<file path="src/rtl/alu_pkg.sv">
`default_nettype none
// ============================================================================
//  Module      : alu_pkg
//  Description : Shared types and constants for the ALU sequential divider:
//                divider state encoding, iteration count, divide-by-zero
//                quotient and a magnitude helper.
//  Revision    : 1.0  initial release
// ============================================================================
package alu_pkg;

    // Divider control states, 2-bit encoding
    typedef enum logic [1:0] {
        DIV_IDLE = 2'd0,
        DIV_CALC = 2'd1,
        DIV_DONE = 2'd2
    } div_state_e;

    // One quotient bit per iteration across the full adder width
    localparam int DIV_ITERS = 32;

    // Quotient reported when the divisor is zero
    localparam logic [31:0] DIV_DBZ_QUOT = 32'hFFFF_FFFF;

    // Unsigned magnitude of a possibly-signed operand; 0x8000_0000 maps to itself
    function automatic logic [31:0] div_mag(input logic [31:0] x, input logic is_signed);
        return (is_signed && x[31]) ? (~x + 32'd1) : x;
    endfunction

endpackage : alu_pkg
`default_nettype wire

</file>
<file path="src/rtl/add_32.sv">
`default_nettype none
// ============================================================================
//  Module      : add_32
//  Description : 32-bit adder/subtractor. With sub_in=1 it computes a-b as
//                a + ~b + 1; carry=1 then means no borrow (a >= b unsigned).
//  Revision    : 1.0  initial release
// ============================================================================
module add_32 (
    input  logic [31:0] a,
    input  logic [31:0] b,
    input  logic        sub_in,
    output logic [31:0] res,
    output logic        carry,
    output logic        overflow
);

    logic [31:0] b_eff;
    logic [32:0] sum;

    // Invert b for subtraction and add the sub_in as the carry-in
    always_comb begin
        b_eff    = b ^ {32{sub_in}};
        sum      = {1'b0, a} + {1'b0, b_eff} + {32'd0, sub_in};
        res      = sum[31:0];
        carry    = sum[32];
        overflow = (a[31] == b_eff[31]) && (sum[31] != a[31]);
    end

endmodule : add_32
`default_nettype wire

</file>
<file path="src/rtl/div_seq_32.sv">
`default_nettype none
// ============================================================================
//  Module      : div_seq_32
//  Description : Multi-cycle 32-bit signed/unsigned restoring divider.
//                One quotient bit per cycle using add_32 as trial subtractor.
//                Valid/ready handshake on both operand and result sides.
//  Revision    : 1.0  initial release
// ============================================================================
module div_seq_32
    import alu_pkg::*;
#(
    parameter logic [31:0] DBZ_QUOT = DIV_DBZ_QUOT
) (
    input  logic        clk,
    input  logic        rst,
    input  logic        in_valid,
    output logic        in_ready,
    input  logic [31:0] a,
    input  logic [31:0] b,
    input  logic        sgn,
    output logic        out_valid,
    input  logic        out_ready,
    output logic [31:0] quot,
    output logic [31:0] rem,
    output logic        div_by_zero
);

    // Iteration count is tied to the adder width and is not a parameter
    localparam int ITERS = DIV_ITERS;
    localparam logic [4:0] CNT_START = 5'(ITERS - 1);

    div_state_e  state_q, state_d;
    logic [4:0]  cnt_q, cnt_d;
    logic [31:0] r_q, r_d;          // partial remainder, final remainder in DONE
    logic [31:0] q_q, q_d;          // dividend/quotient shift reg, final quotient in DONE
    logic [31:0] d_q, d_d;          // divisor magnitude
    logic        neg_quot_q, neg_quot_d;
    logic        neg_rem_q, neg_rem_d;
    logic        dbz_q, dbz_d;

    logic [31:0] trial;
    logic [31:0] add_res;
    logic        add_carry;
    logic        add_ovf_unused;
    logic        take;
    logic [31:0] iter_r;
    logic [31:0] iter_q;

    // Trial subtraction of the divisor from the shifted partial remainder
    add_32 u_trial_sub (
        .a        (trial),
        .b        (d_q),
        .sub_in   (1'b1),
        .res      (add_res),
        .carry    (add_carry),
        .overflow (add_ovf_unused)
    );

    // One restoring step; the shifted-out msb covers trial values >= 2^32
    always_comb begin
        trial  = {r_q[30:0], q_q[31]};
        take   = r_q[31] | add_carry;
        iter_r = take ? add_res : trial;
        iter_q = {q_q[30:0], take};
    end

    // Next-state and datapath update; sign fix-up applied once on entering DONE
    always_comb begin
        state_d    = state_q;
        cnt_d      = cnt_q;
        r_d        = r_q;
        q_d        = q_q;
        d_d        = d_q;
        neg_quot_d = neg_quot_q;
        neg_rem_d  = neg_rem_q;
        dbz_d      = dbz_q;

        case (state_q)
            DIV_IDLE: begin
                if (in_valid) begin
                    if (b == 32'd0) begin
                        q_d     = DBZ_QUOT;
                        r_d     = a;
                        dbz_d   = 1'b1;
                        state_d = DIV_DONE;
                    end else begin
                        r_d        = 32'd0;
                        q_d        = div_mag(a, sgn);
                        d_d        = div_mag(b, sgn);
                        neg_quot_d = sgn & (a[31] ^ b[31]);
                        neg_rem_d  = sgn & a[31];
                        dbz_d      = 1'b0;
                        cnt_d      = CNT_START;
                        state_d    = DIV_CALC;
                    end
                end
            end
            DIV_CALC: begin
                r_d   = iter_r;
                q_d   = iter_q;
                cnt_d = cnt_q - 5'd1;
                if (cnt_q == 5'd0) begin
                    q_d     = neg_quot_q ? (~iter_q + 32'd1) : iter_q;
                    r_d     = neg_rem_q  ? (~iter_r + 32'd1) : iter_r;
                    state_d = DIV_DONE;
                end
            end
            DIV_DONE: begin
                if (out_ready) begin
                    state_d = DIV_IDLE;
                end
            end
            default: begin
                state_d = DIV_IDLE;
            end
        endcase
    end

    // State and datapath registers, cleared asynchronously
    always_ff @(posedge clk or posedge rst) begin
        if (rst) begin
            state_q    <= DIV_IDLE;
            cnt_q      <= 5'd0;
            r_q        <= 32'd0;
            q_q        <= 32'd0;
            d_q        <= 32'd0;
            neg_quot_q <= 1'b0;
            neg_rem_q  <= 1'b0;
            dbz_q      <= 1'b0;
        end else begin
            state_q    <= state_d;
            cnt_q      <= cnt_d;
            r_q        <= r_d;
            q_q        <= q_d;
            d_q        <= d_d;
            neg_quot_q <= neg_quot_d;
            neg_rem_q  <= neg_rem_d;
            dbz_q      <= dbz_d;
        end
    end

    // Handshake flags and result outputs straight from state and registers
    always_comb begin
        in_ready    = (state_q == DIV_IDLE);
        out_valid   = (state_q == DIV_DONE);
        quot        = q_q;
        rem         = r_q;
        div_by_zero = dbz_q;
    end

endmodule : div_seq_32
`default_nettype wire

</file>
<file path="config.mk">
export PLATFORM = sky130hd
export DESIGN_NAME = div_seq_32
export DESIGN_NICKNAME = d
export VERILOG_FILES = /design/src/rtl/alu_pkg.sv /design/src/rtl/add_32.sv /design/src/rtl/div_seq_32.sv
export SDC_FILE = /design/constraint.sdc
export NUM_CORES = 1
export LEC_CHECK = 0
export CAP_MARGIN = 10
export CORE_MARGIN = 2
export CORE_UTILIZATION = 51
export DETAILED_ROUTE_END_ITERATION = 8
export PLACE_DENSITY = 0.78
export REMOVE_ABC_BUFFERS = 1
export SYNTH_ARGS = -nofsm -noshare
export SYNTH_HDL_FRONTEND = slang
export SYNTH_SLANG_ARGS = --single-unit
</file>
<file path="constraint.sdc">
create_clock -name clk -period 4.95 [get_ports clk]
set_clock_uncertainty 0.2 [all_clocks]
set_input_delay 0.7425 -clock clk [delete_from_list [all_inputs] [get_ports clk]]
set_output_delay 0.7425 -clock clk [all_outputs]
set_load 0.02 [all_outputs]
</file>
# ---- Word level (Yosys, flattened, before mapping)
# Index checks and enable logic that the tools add are counted.
# Widths: inputs -> output; s select.
dict set report op_classes {
  reduce_logical 11
  bitwise 10
  shift 0
  multipliers 0
  magnitude_cmp 0
  div 0
  n_addsub 7
  mux 22
  n_eq_ne 6
}
# cell count
set op_table {}
lappend op_table {{$mux 32} 11}
lappend op_table {{$not 32->32} 5}
lappend op_table {{$add 32x1->32 const B} 4}
lappend op_table {{$pmux 32 s2} 2}
lappend op_table {{$add 32x32->33} 1}
lappend op_table {{$add 33x1->33 const B} 1}
lappend op_table {{$logic_not 32->1} 1}
lappend op_table {{$mux 5} 2}
lappend op_table {{$pmux 5 s2} 1}
lappend op_table {{$reduce_and 3->1} 3}
lappend op_table {{$mux 2} 4}
lappend op_table {{$ne 2x2->1 const B} 3}
lappend op_table {{$pmux 2 s3} 1}
lappend op_table {{$logic_not 5->1} 1}
lappend op_table {{$sub 5x1->5 const B} 1}
lappend op_table {{$reduce_and 2->1} 2}
lappend op_table {{$and 1x1->1} 2}
lappend op_table {{$eq 2x1->1 const B} 1}
lappend op_table {{$eq 2x2->1 const B} 1}
lappend op_table {{$logic_and 1x1->1} 2}
lappend op_table {{$logic_not 2->1} 1}
lappend op_table {{$ne 2x1->1 const B} 1}
lappend op_table {{$reduce_bool 2->1} 1}
lappend op_table {{$mux 1} 1}
lappend op_table {{3 further kinds} 3}
dict set report totals {
  latchBits 0
  out_inout_bits 67
  elab_cells 64
  romBits 0
  ram_bits 0
  n_memories 0
  inputBits 69
  register_bits 106
}

# ---- Longest topological paths before layout
dict set report depth {
  ltp_word 10
  mapped_depth 23
  depth_no_buf 20
}

# ---- Cells and area by module
# From an unflattened synthesis, not the netlist that was laid out.
dict set report unflattened {
  cells_unflattened 1249
  hier_area_um2 9795.6
}
# module area_per_inst_um2 instances seq_area_each_um2 cells_each
set modules_own_cells {}
lappend modules_own_cells {div_seq_32 7738.7 1 2652.5 958}
lappend modules_own_cells {add_32 2057.0 1 0.0 291}

# ---- Worst setup path after synthesis
# Ideal clock, no wire load.
dict set report synth_timing {
  path_type {flip-flop to flip-flop}
  startpoint {reg q_q[31], in the netlist quot[31]}
  endpoint {reg r_q[28], in the netlist rem[28]}
  path_buffers 3
  synth_period_minus_slack_ps 5571
  required_time_ps 4656
  slack_ps -621
  arrival_time_ps 5277
  setup_time_ps 94
  stages_incl_launch_ff 24
  cell_sequence {dfrtp_1 inv_1 ha_1 fa_1 nand2b_1 a21oi_2 o21ai_1 o31a_1 o21ai_4 buf_2 buf_1 buf_1 nand2_1 o21ai_0 ha_1 nor4bb_1 nor4bb_1 nand3_1 o31a_1 nor3_1 nand2_1 o21ai_0 xor2_1 a211oi_1}
}
dict set report synth_between {
  elab_chain_len 9
}
# element line_no
set synth_lines {}
lappend synth_lines {{start, declared} div_seq_32.sv:35} ;# logic [31:0] q_q, q_d;
lappend synth_lines {{start signal, assigned} div_seq_32.sv:134} ;# q_q <= q_d;
lappend synth_lines {{$add 32x32->33} add_32.sv:23} ;# sum = {1'b0, a} + {1'b0, b_eff} + {32'd0, sub_in};
lappend synth_lines {{$add 33x1->33} add_32.sv:23}
lappend synth_lines {{$or 1x1->1} div_seq_32.sv:62} ;# take = r_q[31] | add_carry;
lappend synth_lines {{$mux 32 *} div_seq_32.sv:63} ;# iter_r = take ? add_res : trial;
lappend synth_lines {{$not 32->32} div_seq_32.sv:104} ;# r_d = neg_rem_q ? (~iter_r + 32'd1) : iter_r;
lappend synth_lines {{$add 32x1->32} div_seq_32.sv:104}
lappend synth_lines {{$mux 32} div_seq_32.sv:104}
lappend synth_lines {{$mux 32 *} div_seq_32.sv:102} ;# if (cnt_q == 5'd0) begin
lappend synth_lines {{$pmux 32 s2 *} div_seq_32.sv:78} ;# case (state_q)
lappend synth_lines {{end signal, assigned} div_seq_32.sv:133} ;# r_q <= r_d;
lappend synth_lines {{end, declared} div_seq_32.sv:34} ;# logic [31:0] r_q, r_d;
# Every way passes the cells marked *; elsewhere a longest branch is shown, timed or not.
# A chain may end at the register's enable or synchronous reset.

# ---- Final worst setup path
dict set report layout_timing {
  startpoint {reg q_q[31], in the netlist quot[31]}
  endpoint {reg r_q[30], in the netlist rem[30]}
}
# Same word-level chain as after synthesis.

==> metrics.cfg <==
[sta]
finalHoldViolations=0
slew_viol_final=0
fin_hold_ws_ps=290
slew_headroom=0.330
period_share=0.940
fmax_mhz=215
setup_viol=0
worst_pin_slew_ps=991
fin_crit_ps=4650
setup_slack_ps=296
setup_tns_ps=0
rsz0062_at_grt=no

[placed_design]
dp_hpwl_um=22800
port_buffers=135
routabilityCongestion=0.951
pre_cts_ws_ps=-66.6

[floorplanning]
coreArea_sq_um=18800
die_x_um=143
rows=50
dieArea_sq_um=20300
io_pins=136
fp.dieH_um=143
initial_utilization=0.522

[synthesis]
synth.top_cells.by_area=dfrtp_1, o21ai_0, xnor2_1
synth-seq-cells=106
synth_top_area_frac=0.271
synth_top_area_cell=dfrtp_1
synth_cell_type_count=75
syn_inst=1306
synth_edf_count=0
synth_area_sq_um=9800
avgSynthCellArea_sq_um=7.50
ys_seq_area_frac=0.271
async_flop_share=1.00
yosysWarnings=0
ys.flop_type=dfrtp_1

[status]
outcome=completed

[grt]
grt_pass1_wl_um=47300
grt_overflow=0
grt_antenna_before_repair=0
grtUsageTotal=0.292
grt_pass1_vias=9116
grt_max_degree=77

[route]
drtAntennaViolNets=0
drt_iter0_markers=777
routed_wl_um=29500
via_count=10100
drc=0
wl_per_cell_um=17.5
dr.pass1.iters=5
viasPerCell=6.03

[worst_setup_path]
path_cells=inv_1 > ha_1 > fa_2 > nand2b_4 > a21oi_2 > o21ai_1 > o31a_1 > o21ai_4 > nand2_1 > o21ai_1 > ha_2 > nor4bb_1 > nor4bb_2 > nand3_1 > o31a_1 > nor3_2 > nand2_1 > o21ai_2 > xnor2_1 > a221oi_1
criticalPathCategory=register to register
cp_top_family=compound AO/OA/AOI/OAI gates
slowest_stage=nor4bb_1
cp.required_ps=5020
crit_path_start_kind=register
r2r_start=quot[31]
crit_buf_inv=1
rrSetupSlack_ps=300
critPathCaptureType=register
rr_endpoint=rem[30]
critPathMaxStageDelay_ps=380
cp_max_fo=8
ff2ff_path_depth=20
cp.arrival_ps=4720

[clock_network]
cts_sinks=106
cts_buffers=9
ctsRootBufferMaster=clkbuf_16
clk_latency_ps=370
cts_max_path_buffers=2
clk_pin_slew_worst_paths_ps=80
cts-htree-levels=3
cts_tree=yes

[worst_hold_path]
hold_end=d_q[6]
hp-class=register to register
min_path_cells=2
holdCritStartpoint=d_q[6]

[finish]
n_antenna_cell=0
fillers=1655
area.growth.synth_to_final_pct=22.0
drive_gt1_frac=0.0753
nets=1550

[run]
drv_cap=0

-- flip-flops by register name, indices dropped and copies added (netlist names) --
| register | flops |
|---|---|
| d_q | 32 |
| quot | 32 |
| rem | 32 |
| cnt_q | 5 |
| state_q | 2 |
| div_by_zero | 1 |
| neg_quot_q | 1 |
| neg_rem_q | 1 |
-- worst register-to-register path, cell delays in order (launching register included) --
cell and delay (ps):
dfrtp_1 350, inv_1 60, ha_1 240, fa_2 380
nand2b_4 170, a21oi_2 180, o21ai_1 120, o31a_1 300
o21ai_4 270, nand2_1 90, o21ai_1 130, ha_2 240
nor4bb_1 380, nor4bb_2 320, nand3_1 120, o31a_1 180
nor3_2 230, nand2_1 150, o21ai_2 180, xnor2_1 80
a221oi_1 240
-- metal layers --
layer / global-route usage / share of wire / vias up
li1: - / - / 4944
met1: 0.416 / 0.46 / 4722
met2: 0.465 / 0.45 / 426
met3: 0.0417 / 0.073 / 39
met4: 0.0735 / 0.016 / 0
met5: 0 / 0 / -
-- synthesized netlist by cell type (all sizes together) (12+ instances only) --
library cell  instances
nand2               167
nor2                150
o21ai               138
a21oi               106
dfrtp               106
xnor2                72
xor2                 66
inv                  52
clkbuf               45
ha                   38
nor3                 27
o22ai                24
or3                  24
a221oi               21
a31oi                20
nand3                20
buf                  18
mux2i                17
nor4                 15
and2                 13
a211oi               12
-- placed cells by master, fill, tap and decap left out, types with 23 or more instances in the layout --
cell type        count
inv_1               51
xnor2_1             72
clkdlybuf4s50_1    135
ha_1                37
nand2_1            167
dfrtp_1            106
nor2_1             146
o22ai_1             24
o21ai_0            130
or3_1               23
a21oi_1            104
buf_4               51
xor2_1              66
nor3_1              26
-- cell families (layout without fill, tap and decap cells) --
group	count (synthesis)	after routing	share of synthesized area
simple gates	488	488	0.234
compound gates	401	401	0.255
xor+xnor	138	138	0.123
buf+inv	115	256	0.0464
flops	106	106	0.271
fa+ha+maj	39	39	0.0506
mux	19	19	0.0197
-- per-stage QoR --
| step | utilization | instance area [sq um] | instances |
|---|---|---|---|
| global placement | 0.617 | 11600 | 1662 |
| global route | 0.637 | 12000 | 1681 |
| detailed placement | 0.617 | 11600 | 1662 |
| finish | 0.637 | 12000 | 1681 |
| CTS | 0.634 | 11900 | 1678 |
| floorplan | - | 9540 | 1243 |
-- worst max-delay path by stage --
stage | startpoint | to | slack (ps) | cells past startpoint
2_1_floorplan | quot[31] | rem[28] | -520 | 20
3_3_place_gp | quot[31] | rem[28] | 180 | 20
3_5_place_dp | quot[31] | rem[28] | -70 | 20
4_1_cts | quot[31] | rem[28] | 60 | 20
5_1_grt | quot[31] | rem[30] | 8 | 20
6_report | quot[31] | rem[30] | 300 | 20
-- final cells by class --
cell class,count,area (sq um),share of cell area
clock inverters,5,60.1,0.00503
repair buffers,188,1770,0.148
clock buffers,11,243,0.0203
inverters,52,198,0.0165
flip-flops and latches,106,2650,0.222
well taps,234,293,0.0245
multi-input cells,1085,6740,0.564
-- what timing repair did --
action                                  CTS  global route
setup buffers                             0             3
resized for setup                         1            11
hold buffers                              0             0
pin swaps                                 0            10
endpoints found under the setup margin    2            15
Power is left out: the tool's default activity adds up to more than one toggle a clock period on the data nets, which glitch-free logic cannot reach.
==> RTL edit, RTL diff (same settings) <==
Take the reset off `d_q` and load it in a clocked block of its own.
--- a/src/rtl/div_seq_32.sv
+++ b/src/rtl/div_seq_32.sv
@@ -125,3 +125,2 @@
             q_q        <= 32'd0;
-            d_q        <= 32'd0;
             neg_quot_q <= 1'b0;
@@ -134,3 +133,2 @@
             q_q        <= q_d;
-            d_q        <= d_d;
             neg_quot_q <= neg_quot_d;
@@ -139,2 +137,6 @@
         end
+    end
+
+    always_ff @(posedge clk) begin
+        d_q <= d_d;
     end
Check against the original RTL: no difference found for any inputs over 4 cycles, from zero or initial values and one cycle with rst high; that may be too few to reach the edited logic, so the function may still have changed.
==> RTL edit against the original RTL <==
- sequential cell count unchanged
- wire length shrank 1.5%
- global-route usage fell by 0.46 points
- synthesized area fell by 2.0%
- cell area shrank 1.6%
- via count down 4.3%
- worst setup slack better by 36 ps
==> RTL edit: results (changes against the original RTL) <==
stage;metric;value;unit;change
power;Leakage;4.73;nW;
setup_path;critical path's largest stage delay;440;ps;+60 ps
yosys;ys async rst share;69.8;%;-30 points
final_layout;NumNets Final;1460;;-5.8%
placement;Final GP Congestion;0.947;;-0.41%
power;Peak supply drop;294;uV;
clock_tree;CTS resizes;0;;-1
yosys;sequential share of the synthesized area;29.3;%;+2.2 points
placement;port bufs;135;;unchanged
setup_path;CP max-delay cell;dfrtp_1;;
worst_hold_path;Min-Delay Path Class;register to register;;
yosys;Post-synth top cells;125 x nor2_1, 113 x nand2_1, 100 x a21oi_1;;
setup_path;CP arrival;4650;ps;-70 ps
drt;initial drt markers;777;;unchanged
drt;drt wl/cell;18.3;um;+4.1%
global_routing;first-pass GRT wire length;45900;um;-3.1%
yosys;largest cells by area after synthesis;dfrtp_1 19%, edfxtp_1 10%, xnor2_1 6.9%;;
global_routing;initial antenna violation count;0;;unchanged
clock_tree;H-tree levels;3;;unchanged
yosys;Cell variety after synth;80;;+6.7%
status;outcome;completed;;
power;Combinational Power;6.03;mW;
placement;DP Area;0.0115;sq mm;-1.0%
yosys;Post-synth EDFFs;32;;+32
final_layout;diodes inserted;0;;unchanged
clock_tree;Root Driver;clkbuf_16;;
power;P_seq;1.78;mW;
power;switching pwr;4.25;mW;
drt;routed via count;9696;;-4.3%
clock_tree;clk_lat worst skew;360;ps;
global_routing;Global Route Usage Sum;28.7;%;-0.46 points
power;cell area power density;728;mW/mm^2;
clock_tree;maximum clock path buffer count;2;;unchanged
global_routing;vias in the first global route;8951;;-1.8%
final_layout;share of cells above drive strength 1;7.59;%;+0.057 points
clock_tree;Post-CTS Repair Setup Buffers;0;;unchanged
setup_path;Worst Path Max Fanout;6;;-2
timing;measured slew at the worst slew-check pin;845;ps;-147 ps
clock_tree;CTS clk-pin slew, worst paths;80;ps;about the same
drt;First-pass DRT Iterations;5;;unchanged
yosys;yosys warns;0;;unchanged
setup_path;Worst path top cell family by delay;compound AO/OA/AOI/OAI gates;;
clock_tree;Inserted Clock Buffers;9;;unchanged
yosys;Primary FF master, synth;dfrtp_1;;
placement;Final HPWL DP;22700;um;-0.24%
global_routing;largest net degree at the start of global routing;46;;-40%
[RTL edit: metrics by stage]
stage          worst slack (ps)  instances
2_1_floorplan              -379       1143
3_3_place_gp                247       1575
3_5_place_dp                191       1575
4_1_cts                     402       1591
5_1_grt                     140       1591
6_report                    333       1591
[RTL edit: final cells by class]
class / instances / area, sq um
clock buffers: 12 / 268
clock inverters: 4 / 28.8
fillers: 1611 / 6820
inverters: 55 / 209
multi-input cells: 982 / 6310
flip-flops and latches: 106 / 2810
well taps: 234 / 293
repair buffers: 198 / 1840
[RTL edit: path summary, 6_finish.rpt]
check | from | to | slack, ps | cells after the start
worst max register to register | rem[28] | quot[30] | 330 | 19
worst min-delay path | neg_quot_q | neg_quot_q | 310 | 2
worst max-delay path | rem[28] | quot[30] | 330 | 19
min in group asynchronous | rst | quot[15] | 640 | 2
worst min register to register | neg_quot_q | neg_quot_q | 310 | 2
max in group asynchronous | rst | rem[11] | 2900 | 3
[RTL edit: logic make-up (layout without fill, tap and decap cells)]
| family | count (synthesis) | after routing | share of synthesized area (%) |
|---|---|---|---|
| AO/OA/AOI/OAI | 388 | 388 | 25.8 |
| AND/OR/NAND/NOR | 401 | 401 | 20.5 |
| flip-flops | 106 | 106 | 29.3 |
| adder cells (fa/ha/maj) | 39 | 39 | 5.16 |
| buffers and inverters | 118 | 269 | 4.97 |
| multiplexers | 14 | 14 | 1.49 |
| XOR/XNOR | 140 | 140 | 12.8 |
[RTL edit: routing by layer]
layer  part of all wire (%)  wire length (um)  up-vias  track usage, %
met3                    7.0              2030       50            4.08
met1                     45             13100     4559            40.2
met2                     46             13300      395            46.3
met5                      0                 0        -               0
met4                    2.1               623        0            8.37
li1                       -                 -     4692               -
